==> config.mk <==
export PLATFORM = sky130hd
export DESIGN_NAME = sync_fifo_param
export DESIGN_NICKNAME = d
export VERILOG_FILES = /design/src/rtl/sync_fifo_param.sv
export SDC_FILE = /design/constraint.sdc
export NUM_CORES = 1
export LEC_CHECK = 0
export ABC_AREA = 1
export BUFFER_PORTS_ARGS = -buffer_cell sky130_fd_sc_hd__buf_2
export CAP_MARGIN = 20
export CORE_AREA = 3 3 115 117
export CTS_CLUSTER_DIAMETER = 100
export DETAILED_ROUTE_END_ITERATION = 6
export DIE_AREA = 0 0 118 120
export MAX_ROUTING_LAYER = met4
export PLACE_DENSITY_LB_ADDON = 0.25
export SLEW_MARGIN = 20
export SYNTH_ARGS = -nofsm -noshare
export SYNTH_HDL_FRONTEND = slang
export SYNTH_SLANG_ARGS = --single-unit
==> constraint.sdc <==
create_clock -name clk -period 2.34 [get_ports clk]
set_input_delay 0.234 -clock clk [delete_from_list [all_inputs] [get_ports clk]]
set_output_delay 0.234 -clock clk [all_outputs]
set_load 0.005 [all_outputs]
==> src/rtl/sync_fifo_param.sv <==
// sync_fifo_param: parametrised single-clock FIFO with count, thresholds, sticky error flags; FIFO_FWFT_EN selects first-word fall-through
module sync_fifo_param #(
  parameter int WIDTH = 8,
  parameter int DEPTH = 16,
  parameter int AF_MARGIN = 2,
  parameter int AE_MARGIN = 2
) (
  input  logic                     clk,
  input  logic                     reset,
  input  logic                     write,
  input  logic [WIDTH-1:0]         din,
  input  logic                     read,
  output logic [WIDTH-1:0]         dout,
  output logic                     dout_valid,
  output logic                     full,
  output logic                     empty,
  output logic                     almost_full,
  output logic                     almost_empty,
  output logic [$clog2(DEPTH):0]   count,
  output logic                     overflow,
  output logic                     underflow
);
  localparam int AW = $clog2(DEPTH);
  localparam logic [AW:0] FULL_C = (AW+1)'(DEPTH);
  localparam logic [AW:0] AF_C = (AW+1)'(DEPTH - AF_MARGIN);
  localparam logic [AW:0] AE_C = (AW+1)'(AE_MARGIN);
  logic [WIDTH-1:0] mem [DEPTH];
  logic [AW-1:0] wptr, rptr;
  logic rd_ok, wr_ok;
  assign full = count == FULL_C;
  assign empty = count == '0;
  assign almost_full = count >= AF_C;
  assign almost_empty = count <= AE_C;
  assign rd_ok = read & ~empty;
  assign wr_ok = write & (~full | rd_ok);
  // storage is never cleared; writes in the reset cycle are dropped
  always_ff @(posedge clk)
    if (wr_ok & ~reset) mem[wptr] <= din;
  // pointers, occupancy and sticky error flags
  always_ff @(posedge clk)
    if (reset) begin
      wptr <= '0;
      rptr <= '0;
      count <= '0;
      overflow <= 1'b0;
      underflow <= 1'b0;
    end else begin
      wptr <= wr_ok ? wptr + 1'b1 : wptr;
      rptr <= rd_ok ? rptr + 1'b1 : rptr;
      count <= (wr_ok & ~rd_ok) ? count + 1'b1 : (rd_ok & ~wr_ok) ? count - 1'b1 : count;
      overflow <= overflow | (write & ~wr_ok);
      underflow <= underflow | (read & ~rd_ok);
    end
`ifdef FIFO_FWFT_EN
  assign dout = mem[rptr];
  assign dout_valid = ~empty;
`else
  // registered read port: data and strobe one cycle after an accepted read
  always_ff @(posedge clk)
    if (reset) begin
      dout <= '0;
      dout_valid <= 1'b0;
    end else begin
      dout_valid <= rd_ok;
      if (rd_ok) dout <= mem[rptr];
    end
`endif
endmodule
# After elaboration in Yosys (flattened, before gate mapping)

Memory sizes are Yosys's and may differ from the RTL's. A register that Yosys moved wholly into a read port is not among the register bits.
Index checks and enable logic that the tools add are counted.

Memory bits (writable): 128
Register bits: 16
Input bits: 12
Memories: 1
Output and inout bits: 20

Memory list:

| name | depth | bits a word | rd ports | clocked after Yosys merged registers in | write ports | line | RTL |
|---|---|---|---|---|---|---|---|
| mem  | 16    | 8           | 1        | 1                                       | 1           | 27   | `logic [WIDTH-1:0] mem [DEPTH];` |

$lt $le $gt $ge: 2
Mux-type cells: 4
Bitwise gates (word level): 15
Reduce and logical (&&, ||, !) cells: 2
Add/subtract/negate cells: 4
Equality and inequality tests: 1

Operators by type and width:

| cell                                                               | number |
|---|---|
| two-way mux 5 bit                                                  | 2 |
| adder 4 x 1 -> 4 bit (second input constant)                       | 2 |
| bitwise AND 1 bit                                                  | 7 |
| adder 5 x 1 -> 5 bit (second input constant)                       | 1 |
| equality test 5 bit (second input constant)                        | 1 |
| greater-or-equal comparator 5 x 4 -> 1 bit (second input constant) | 1 |
| <= comparator 5 x 2 -> 1 bit (second input constant)               | 1 |
| zero test 5 bit                                                    | 1 |
| inverter 1 bit                                                     | 5 |
| subtractor 5 x 1 -> 5 bit (second input constant)                  | 1 |
| OR 1 bit                                                           | 3 |
| two-way mux 1 bit                                                  | 2 |
| nonzero test 2 bit                                                 | 1 |

# Depth between registers and ports, before layout

Depth after elaboration: 9
Depth in mapped cells: 14
Gate-level depth less buffers: 14

# Worst setup path before layout

Ideal clock, no wire load.

Kind: register -> register
Start point: register count[1]
End point: register count[3]
Path slack: 0.167 ns
Period minus slack after synthesis: 2.173 ns
Arrival time: 2.058 ns
Stages on the path, launching flop included: 13
Setup time: 0.115 ns
Cells stage by stage: dfxtp_1 -> nor2_2 -> nand4_1 -> o21ai_2 -> inv_2 -> ha_1 -> inv_1 -> ha_1 -> a21oi_1 -> nand2_1 -> xor2_1 -> o21ai_0 -> inv_1

Longest elaborated chain between the ends: 8
Elaborated cells between the ends (all ways): 16
Classes of those cells: add/sub (2); eq/ne (1); mux (2); bitwise (9); reduce/logical (2)

Ends and longest elaborated chain:

| item                                | line | RTL |
|---|---|---|
| start: declaration                  | 19   | `output logic [$clog2(DEPTH):0] count,` |
| start signal: assignment            | 50   | `count <= (wr_ok & ~rd_ok) ? count + 1'b1 : (rd_ok & ~wr_ok) ? count - 1'b1 : count;` |
| zero test 5 bit                     | 31   | `assign empty = count == '0;` |
| inverter 1 bit                      | 34   | `assign rd_ok = read & ~empty;` |
| bitwise AND 1 bit                   | 34   |  |
| OR 1 bit                            | 35   | `assign wr_ok = write & (~full \| rd_ok);` |
| bitwise AND 1 bit                   | 35   |  |
| inverter 1 bit                      | 50   |  |
| bitwise AND 1 bit                   | 50   |  |
| nonzero test 2 bit (no source line) | n/a  |  |

Parallel ways exist; a longest one is shown, timed or not. The select of a mux whose other input is x is not followed.
A chain may end at the register's enable or synchronous reset.

# Final worst setup path

Start point: register count[2]
End point: register count[4]

Same word-level chain as after synthesis.

==> run summary <==
run status -> finished, final reports clean
Relative slew margins -> 63.56%
Final Hold Viols -> 0
crit path buf inv count -> 2
Post-Synthesis Cells -> 676
Setup Viol. Count Final -> 0
Crit path required time -> 2.70 ns
fin crit period -> 2.140 ns
CP delay by family, top -> simple AND/OR/NAND/NOR gates
Power Dens Cells -> 1046 nW/um^2
Die Width -> 118 um
post-synthesis to final-layout area growth -> 16.32%
CTS Buf Count -> 17
Arrival @ worst endpoint -> 2.50 ns
Hold Path Class -> in2reg
initial antenna violation count -> 0
Synth top cells by count -> nand2_1 (218), edfxtp_1 (128), nand3_1 (97)
# hold bufs at CTS -> 0
clk root buf -> clkbuf_16
CTS clk-pin slew, worst paths -> 0.06 ns
Worst-Margin Slew -> 0.5432 ns
Setup Skew -> 0.006730 ns
Syn Nets -> 698
number of max-cap violations -> 0
#FFs+latches synth -> 152
Post-Place Worst Slack -> 0.1667 ns
routability cong. -> 0.8749
Seq/Total Area, Yosys -> 64.90%
VDD IR-drop max -> 837.0 uV
EDFF count, synth -> 128
dominant cells by area after synthesis -> edfxtp_1 (58%), nand2_1 (12%), nand3_1 (7.3%)
num rows -> 41
max incr delay on CP -> 0.37 ns
1st-pass router iterations -> 5
Port Buffers -> 31
DR iter-0 viols -> 495
fraction of layout cells with a size suffix above 1 -> 13.28%
die footprint -> 14,160 um^2
Die Span Y -> 120 um
fin crit share -> 91.47%
FMAX -> 467.2 MHz
max-slew violation count -> 0
placed cell count -> 878
Synth top area share -> 57.69%
post-route insts no fill -> 910
fin nets -> 747
Mapped Area -> 6663 um^2
worst skew pair latency -> 0.42 ns
cell taking the most area after synthesis -> edfxtp_1
core area -> 12,470 um^2
leakage -> 3.372 nW
Boundary Pins -> 32
crit path kind -> reg2reg
Sink Count -> 152
most numerous cell on the critical path -> nand2_1
crit path launch type -> register
setup bufs post-CTS -> 0
top_reg_cell synth -> edfxtp_1
Synth async-reset ratio -> 0%
placed cell area -> 7091 um^2
count leader, synth -> nand2_1
CP Max Fanout -> 6
largest net degree at the start of global routing -> 46
gr usage total -> 22.49%
ant diodes -> 0
vias in the first global route -> 4,369
PnR worst setup slack -> 0.1996 ns
Post-CTS Resized -> 0
Avg Inst Size Synth -> 9.856 um^2
final antenna-violating net count -> 0
DR vias/cell -> 5.118
Synth warnings -> 0
Starting Density -> 53.45%
final wirelength -> 14,640 um
Avg WL per Cell -> 16.08 um
critical path, cell by cell -> nor2_2 -> nand4_1 -> o21ai_2 -> inv_2 -> ha_1 -> inv_2 -> ha_1 -> a21oi_1 -> nor2_1 -> nor2_1 -> nand2_1 -> nand2_1 -> nand2_1 -> a21oi_1
H-tree depth -> 4
dpl hpwl -> 9269 um
Total Power -> 8.105 mW
fin area -> 7750 um^2
Distinct cells, synth -> 27
Crit. End Element -> register
Setup TNS -> 0 ns
CP max-delay cell -> dfxtp_1
GRT Residual Overflow -> 0
CTS max path bufs -> 2
DR vias -> 4,657
CTS tree -> built
# DRC -> 0
first-pass GRT wire length -> 23,540 um
Core Util, Final -> 62.17%
hold_ws -> 0.1000 ns
RSZ-0062 raised after global routing -> no
==> path summary, 6_finish.rpt <==
path	startpoint	endpoint	slack, ns	depth (start not counted)
max	count[2]	count[4]	0.20	14
min	write	overflow	0.10	3
max reg2reg	count[2]	count[4]	0.20	14
min reg2reg	overflow	overflow	0.48	2
==> cell usage in the layout, fill, tap and decap left out, drive strengths merged, types with 7 or more instances in the layout <==
| master | instances |
|---|---|
| inv | 91 |
| a21oi | 14 |
| clkbuf | 19 |
| nand2 | 219 |
| ha | 9 |
| o21ai | 9 |
| buf | 59 |
| clkinv | 7 |
| nor2 | 42 |
| nand3 | 97 |
| dfxtp | 24 |
| edfxtp | 128 |
==> registers in the layout (all words and copies together), names as in the netlist <==
register	cells
count	5
dout	8
dout_valid	1
mem	128
overflow	1
rptr	4
underflow	1
wptr	4
==> worst min-delay path, delay by kind of cell <==
| family | cells | cell delay [ns] |
|---|---|---|
| buffers and inverters | 1 | 0.10 |
| and+or+nand+nor | 1 | 0.07 |
| AOI/OAI and AO/OA | 1 | 0.08 |
==> final cells by class <==
class	instances	area, um^2
clock buffers	19	432.9
clock inverters	13	226.5
fillers	1042	4716
inverters	93	351.6
multi-input cells	402	1821
flip-flops and latches	152	4325
well taps	172	215.2
repair buffers	59	377.9
==> routing by layer <==
layer / GRT usage [%] / up-vias / wire length, um
met5: - / - / 0
met4: 8.425 / 0 / 309
met3: 5.278 / 26 / 664
met2: 35.00 / 108 / 7246
met1: 29.16 / 2231 / 6414
li1: - / 2292 / -
==> cell families (layout without fill, tap and decap cells) <==
kind of cell | Yosys count | in the layout | share of synthesized area (%)
compound gates | 26 | 26 | 2.122
xor+xnor | 6 | 6 | 0.7887
fa+ha+maj | 10 | 10 | 1.991
buf+inv | 122 | 184 | 7.775
flops | 152 | 152 | 64.90
simple gates | 360 | 360 | 22.42
==> where the power goes <==
group          internal (mW)  switching, mW
sequential              3.07          0.101
combinational          0.644           1.24
clock                   1.99           1.06
No activity file was read; power rests on OpenSTA's default activity.
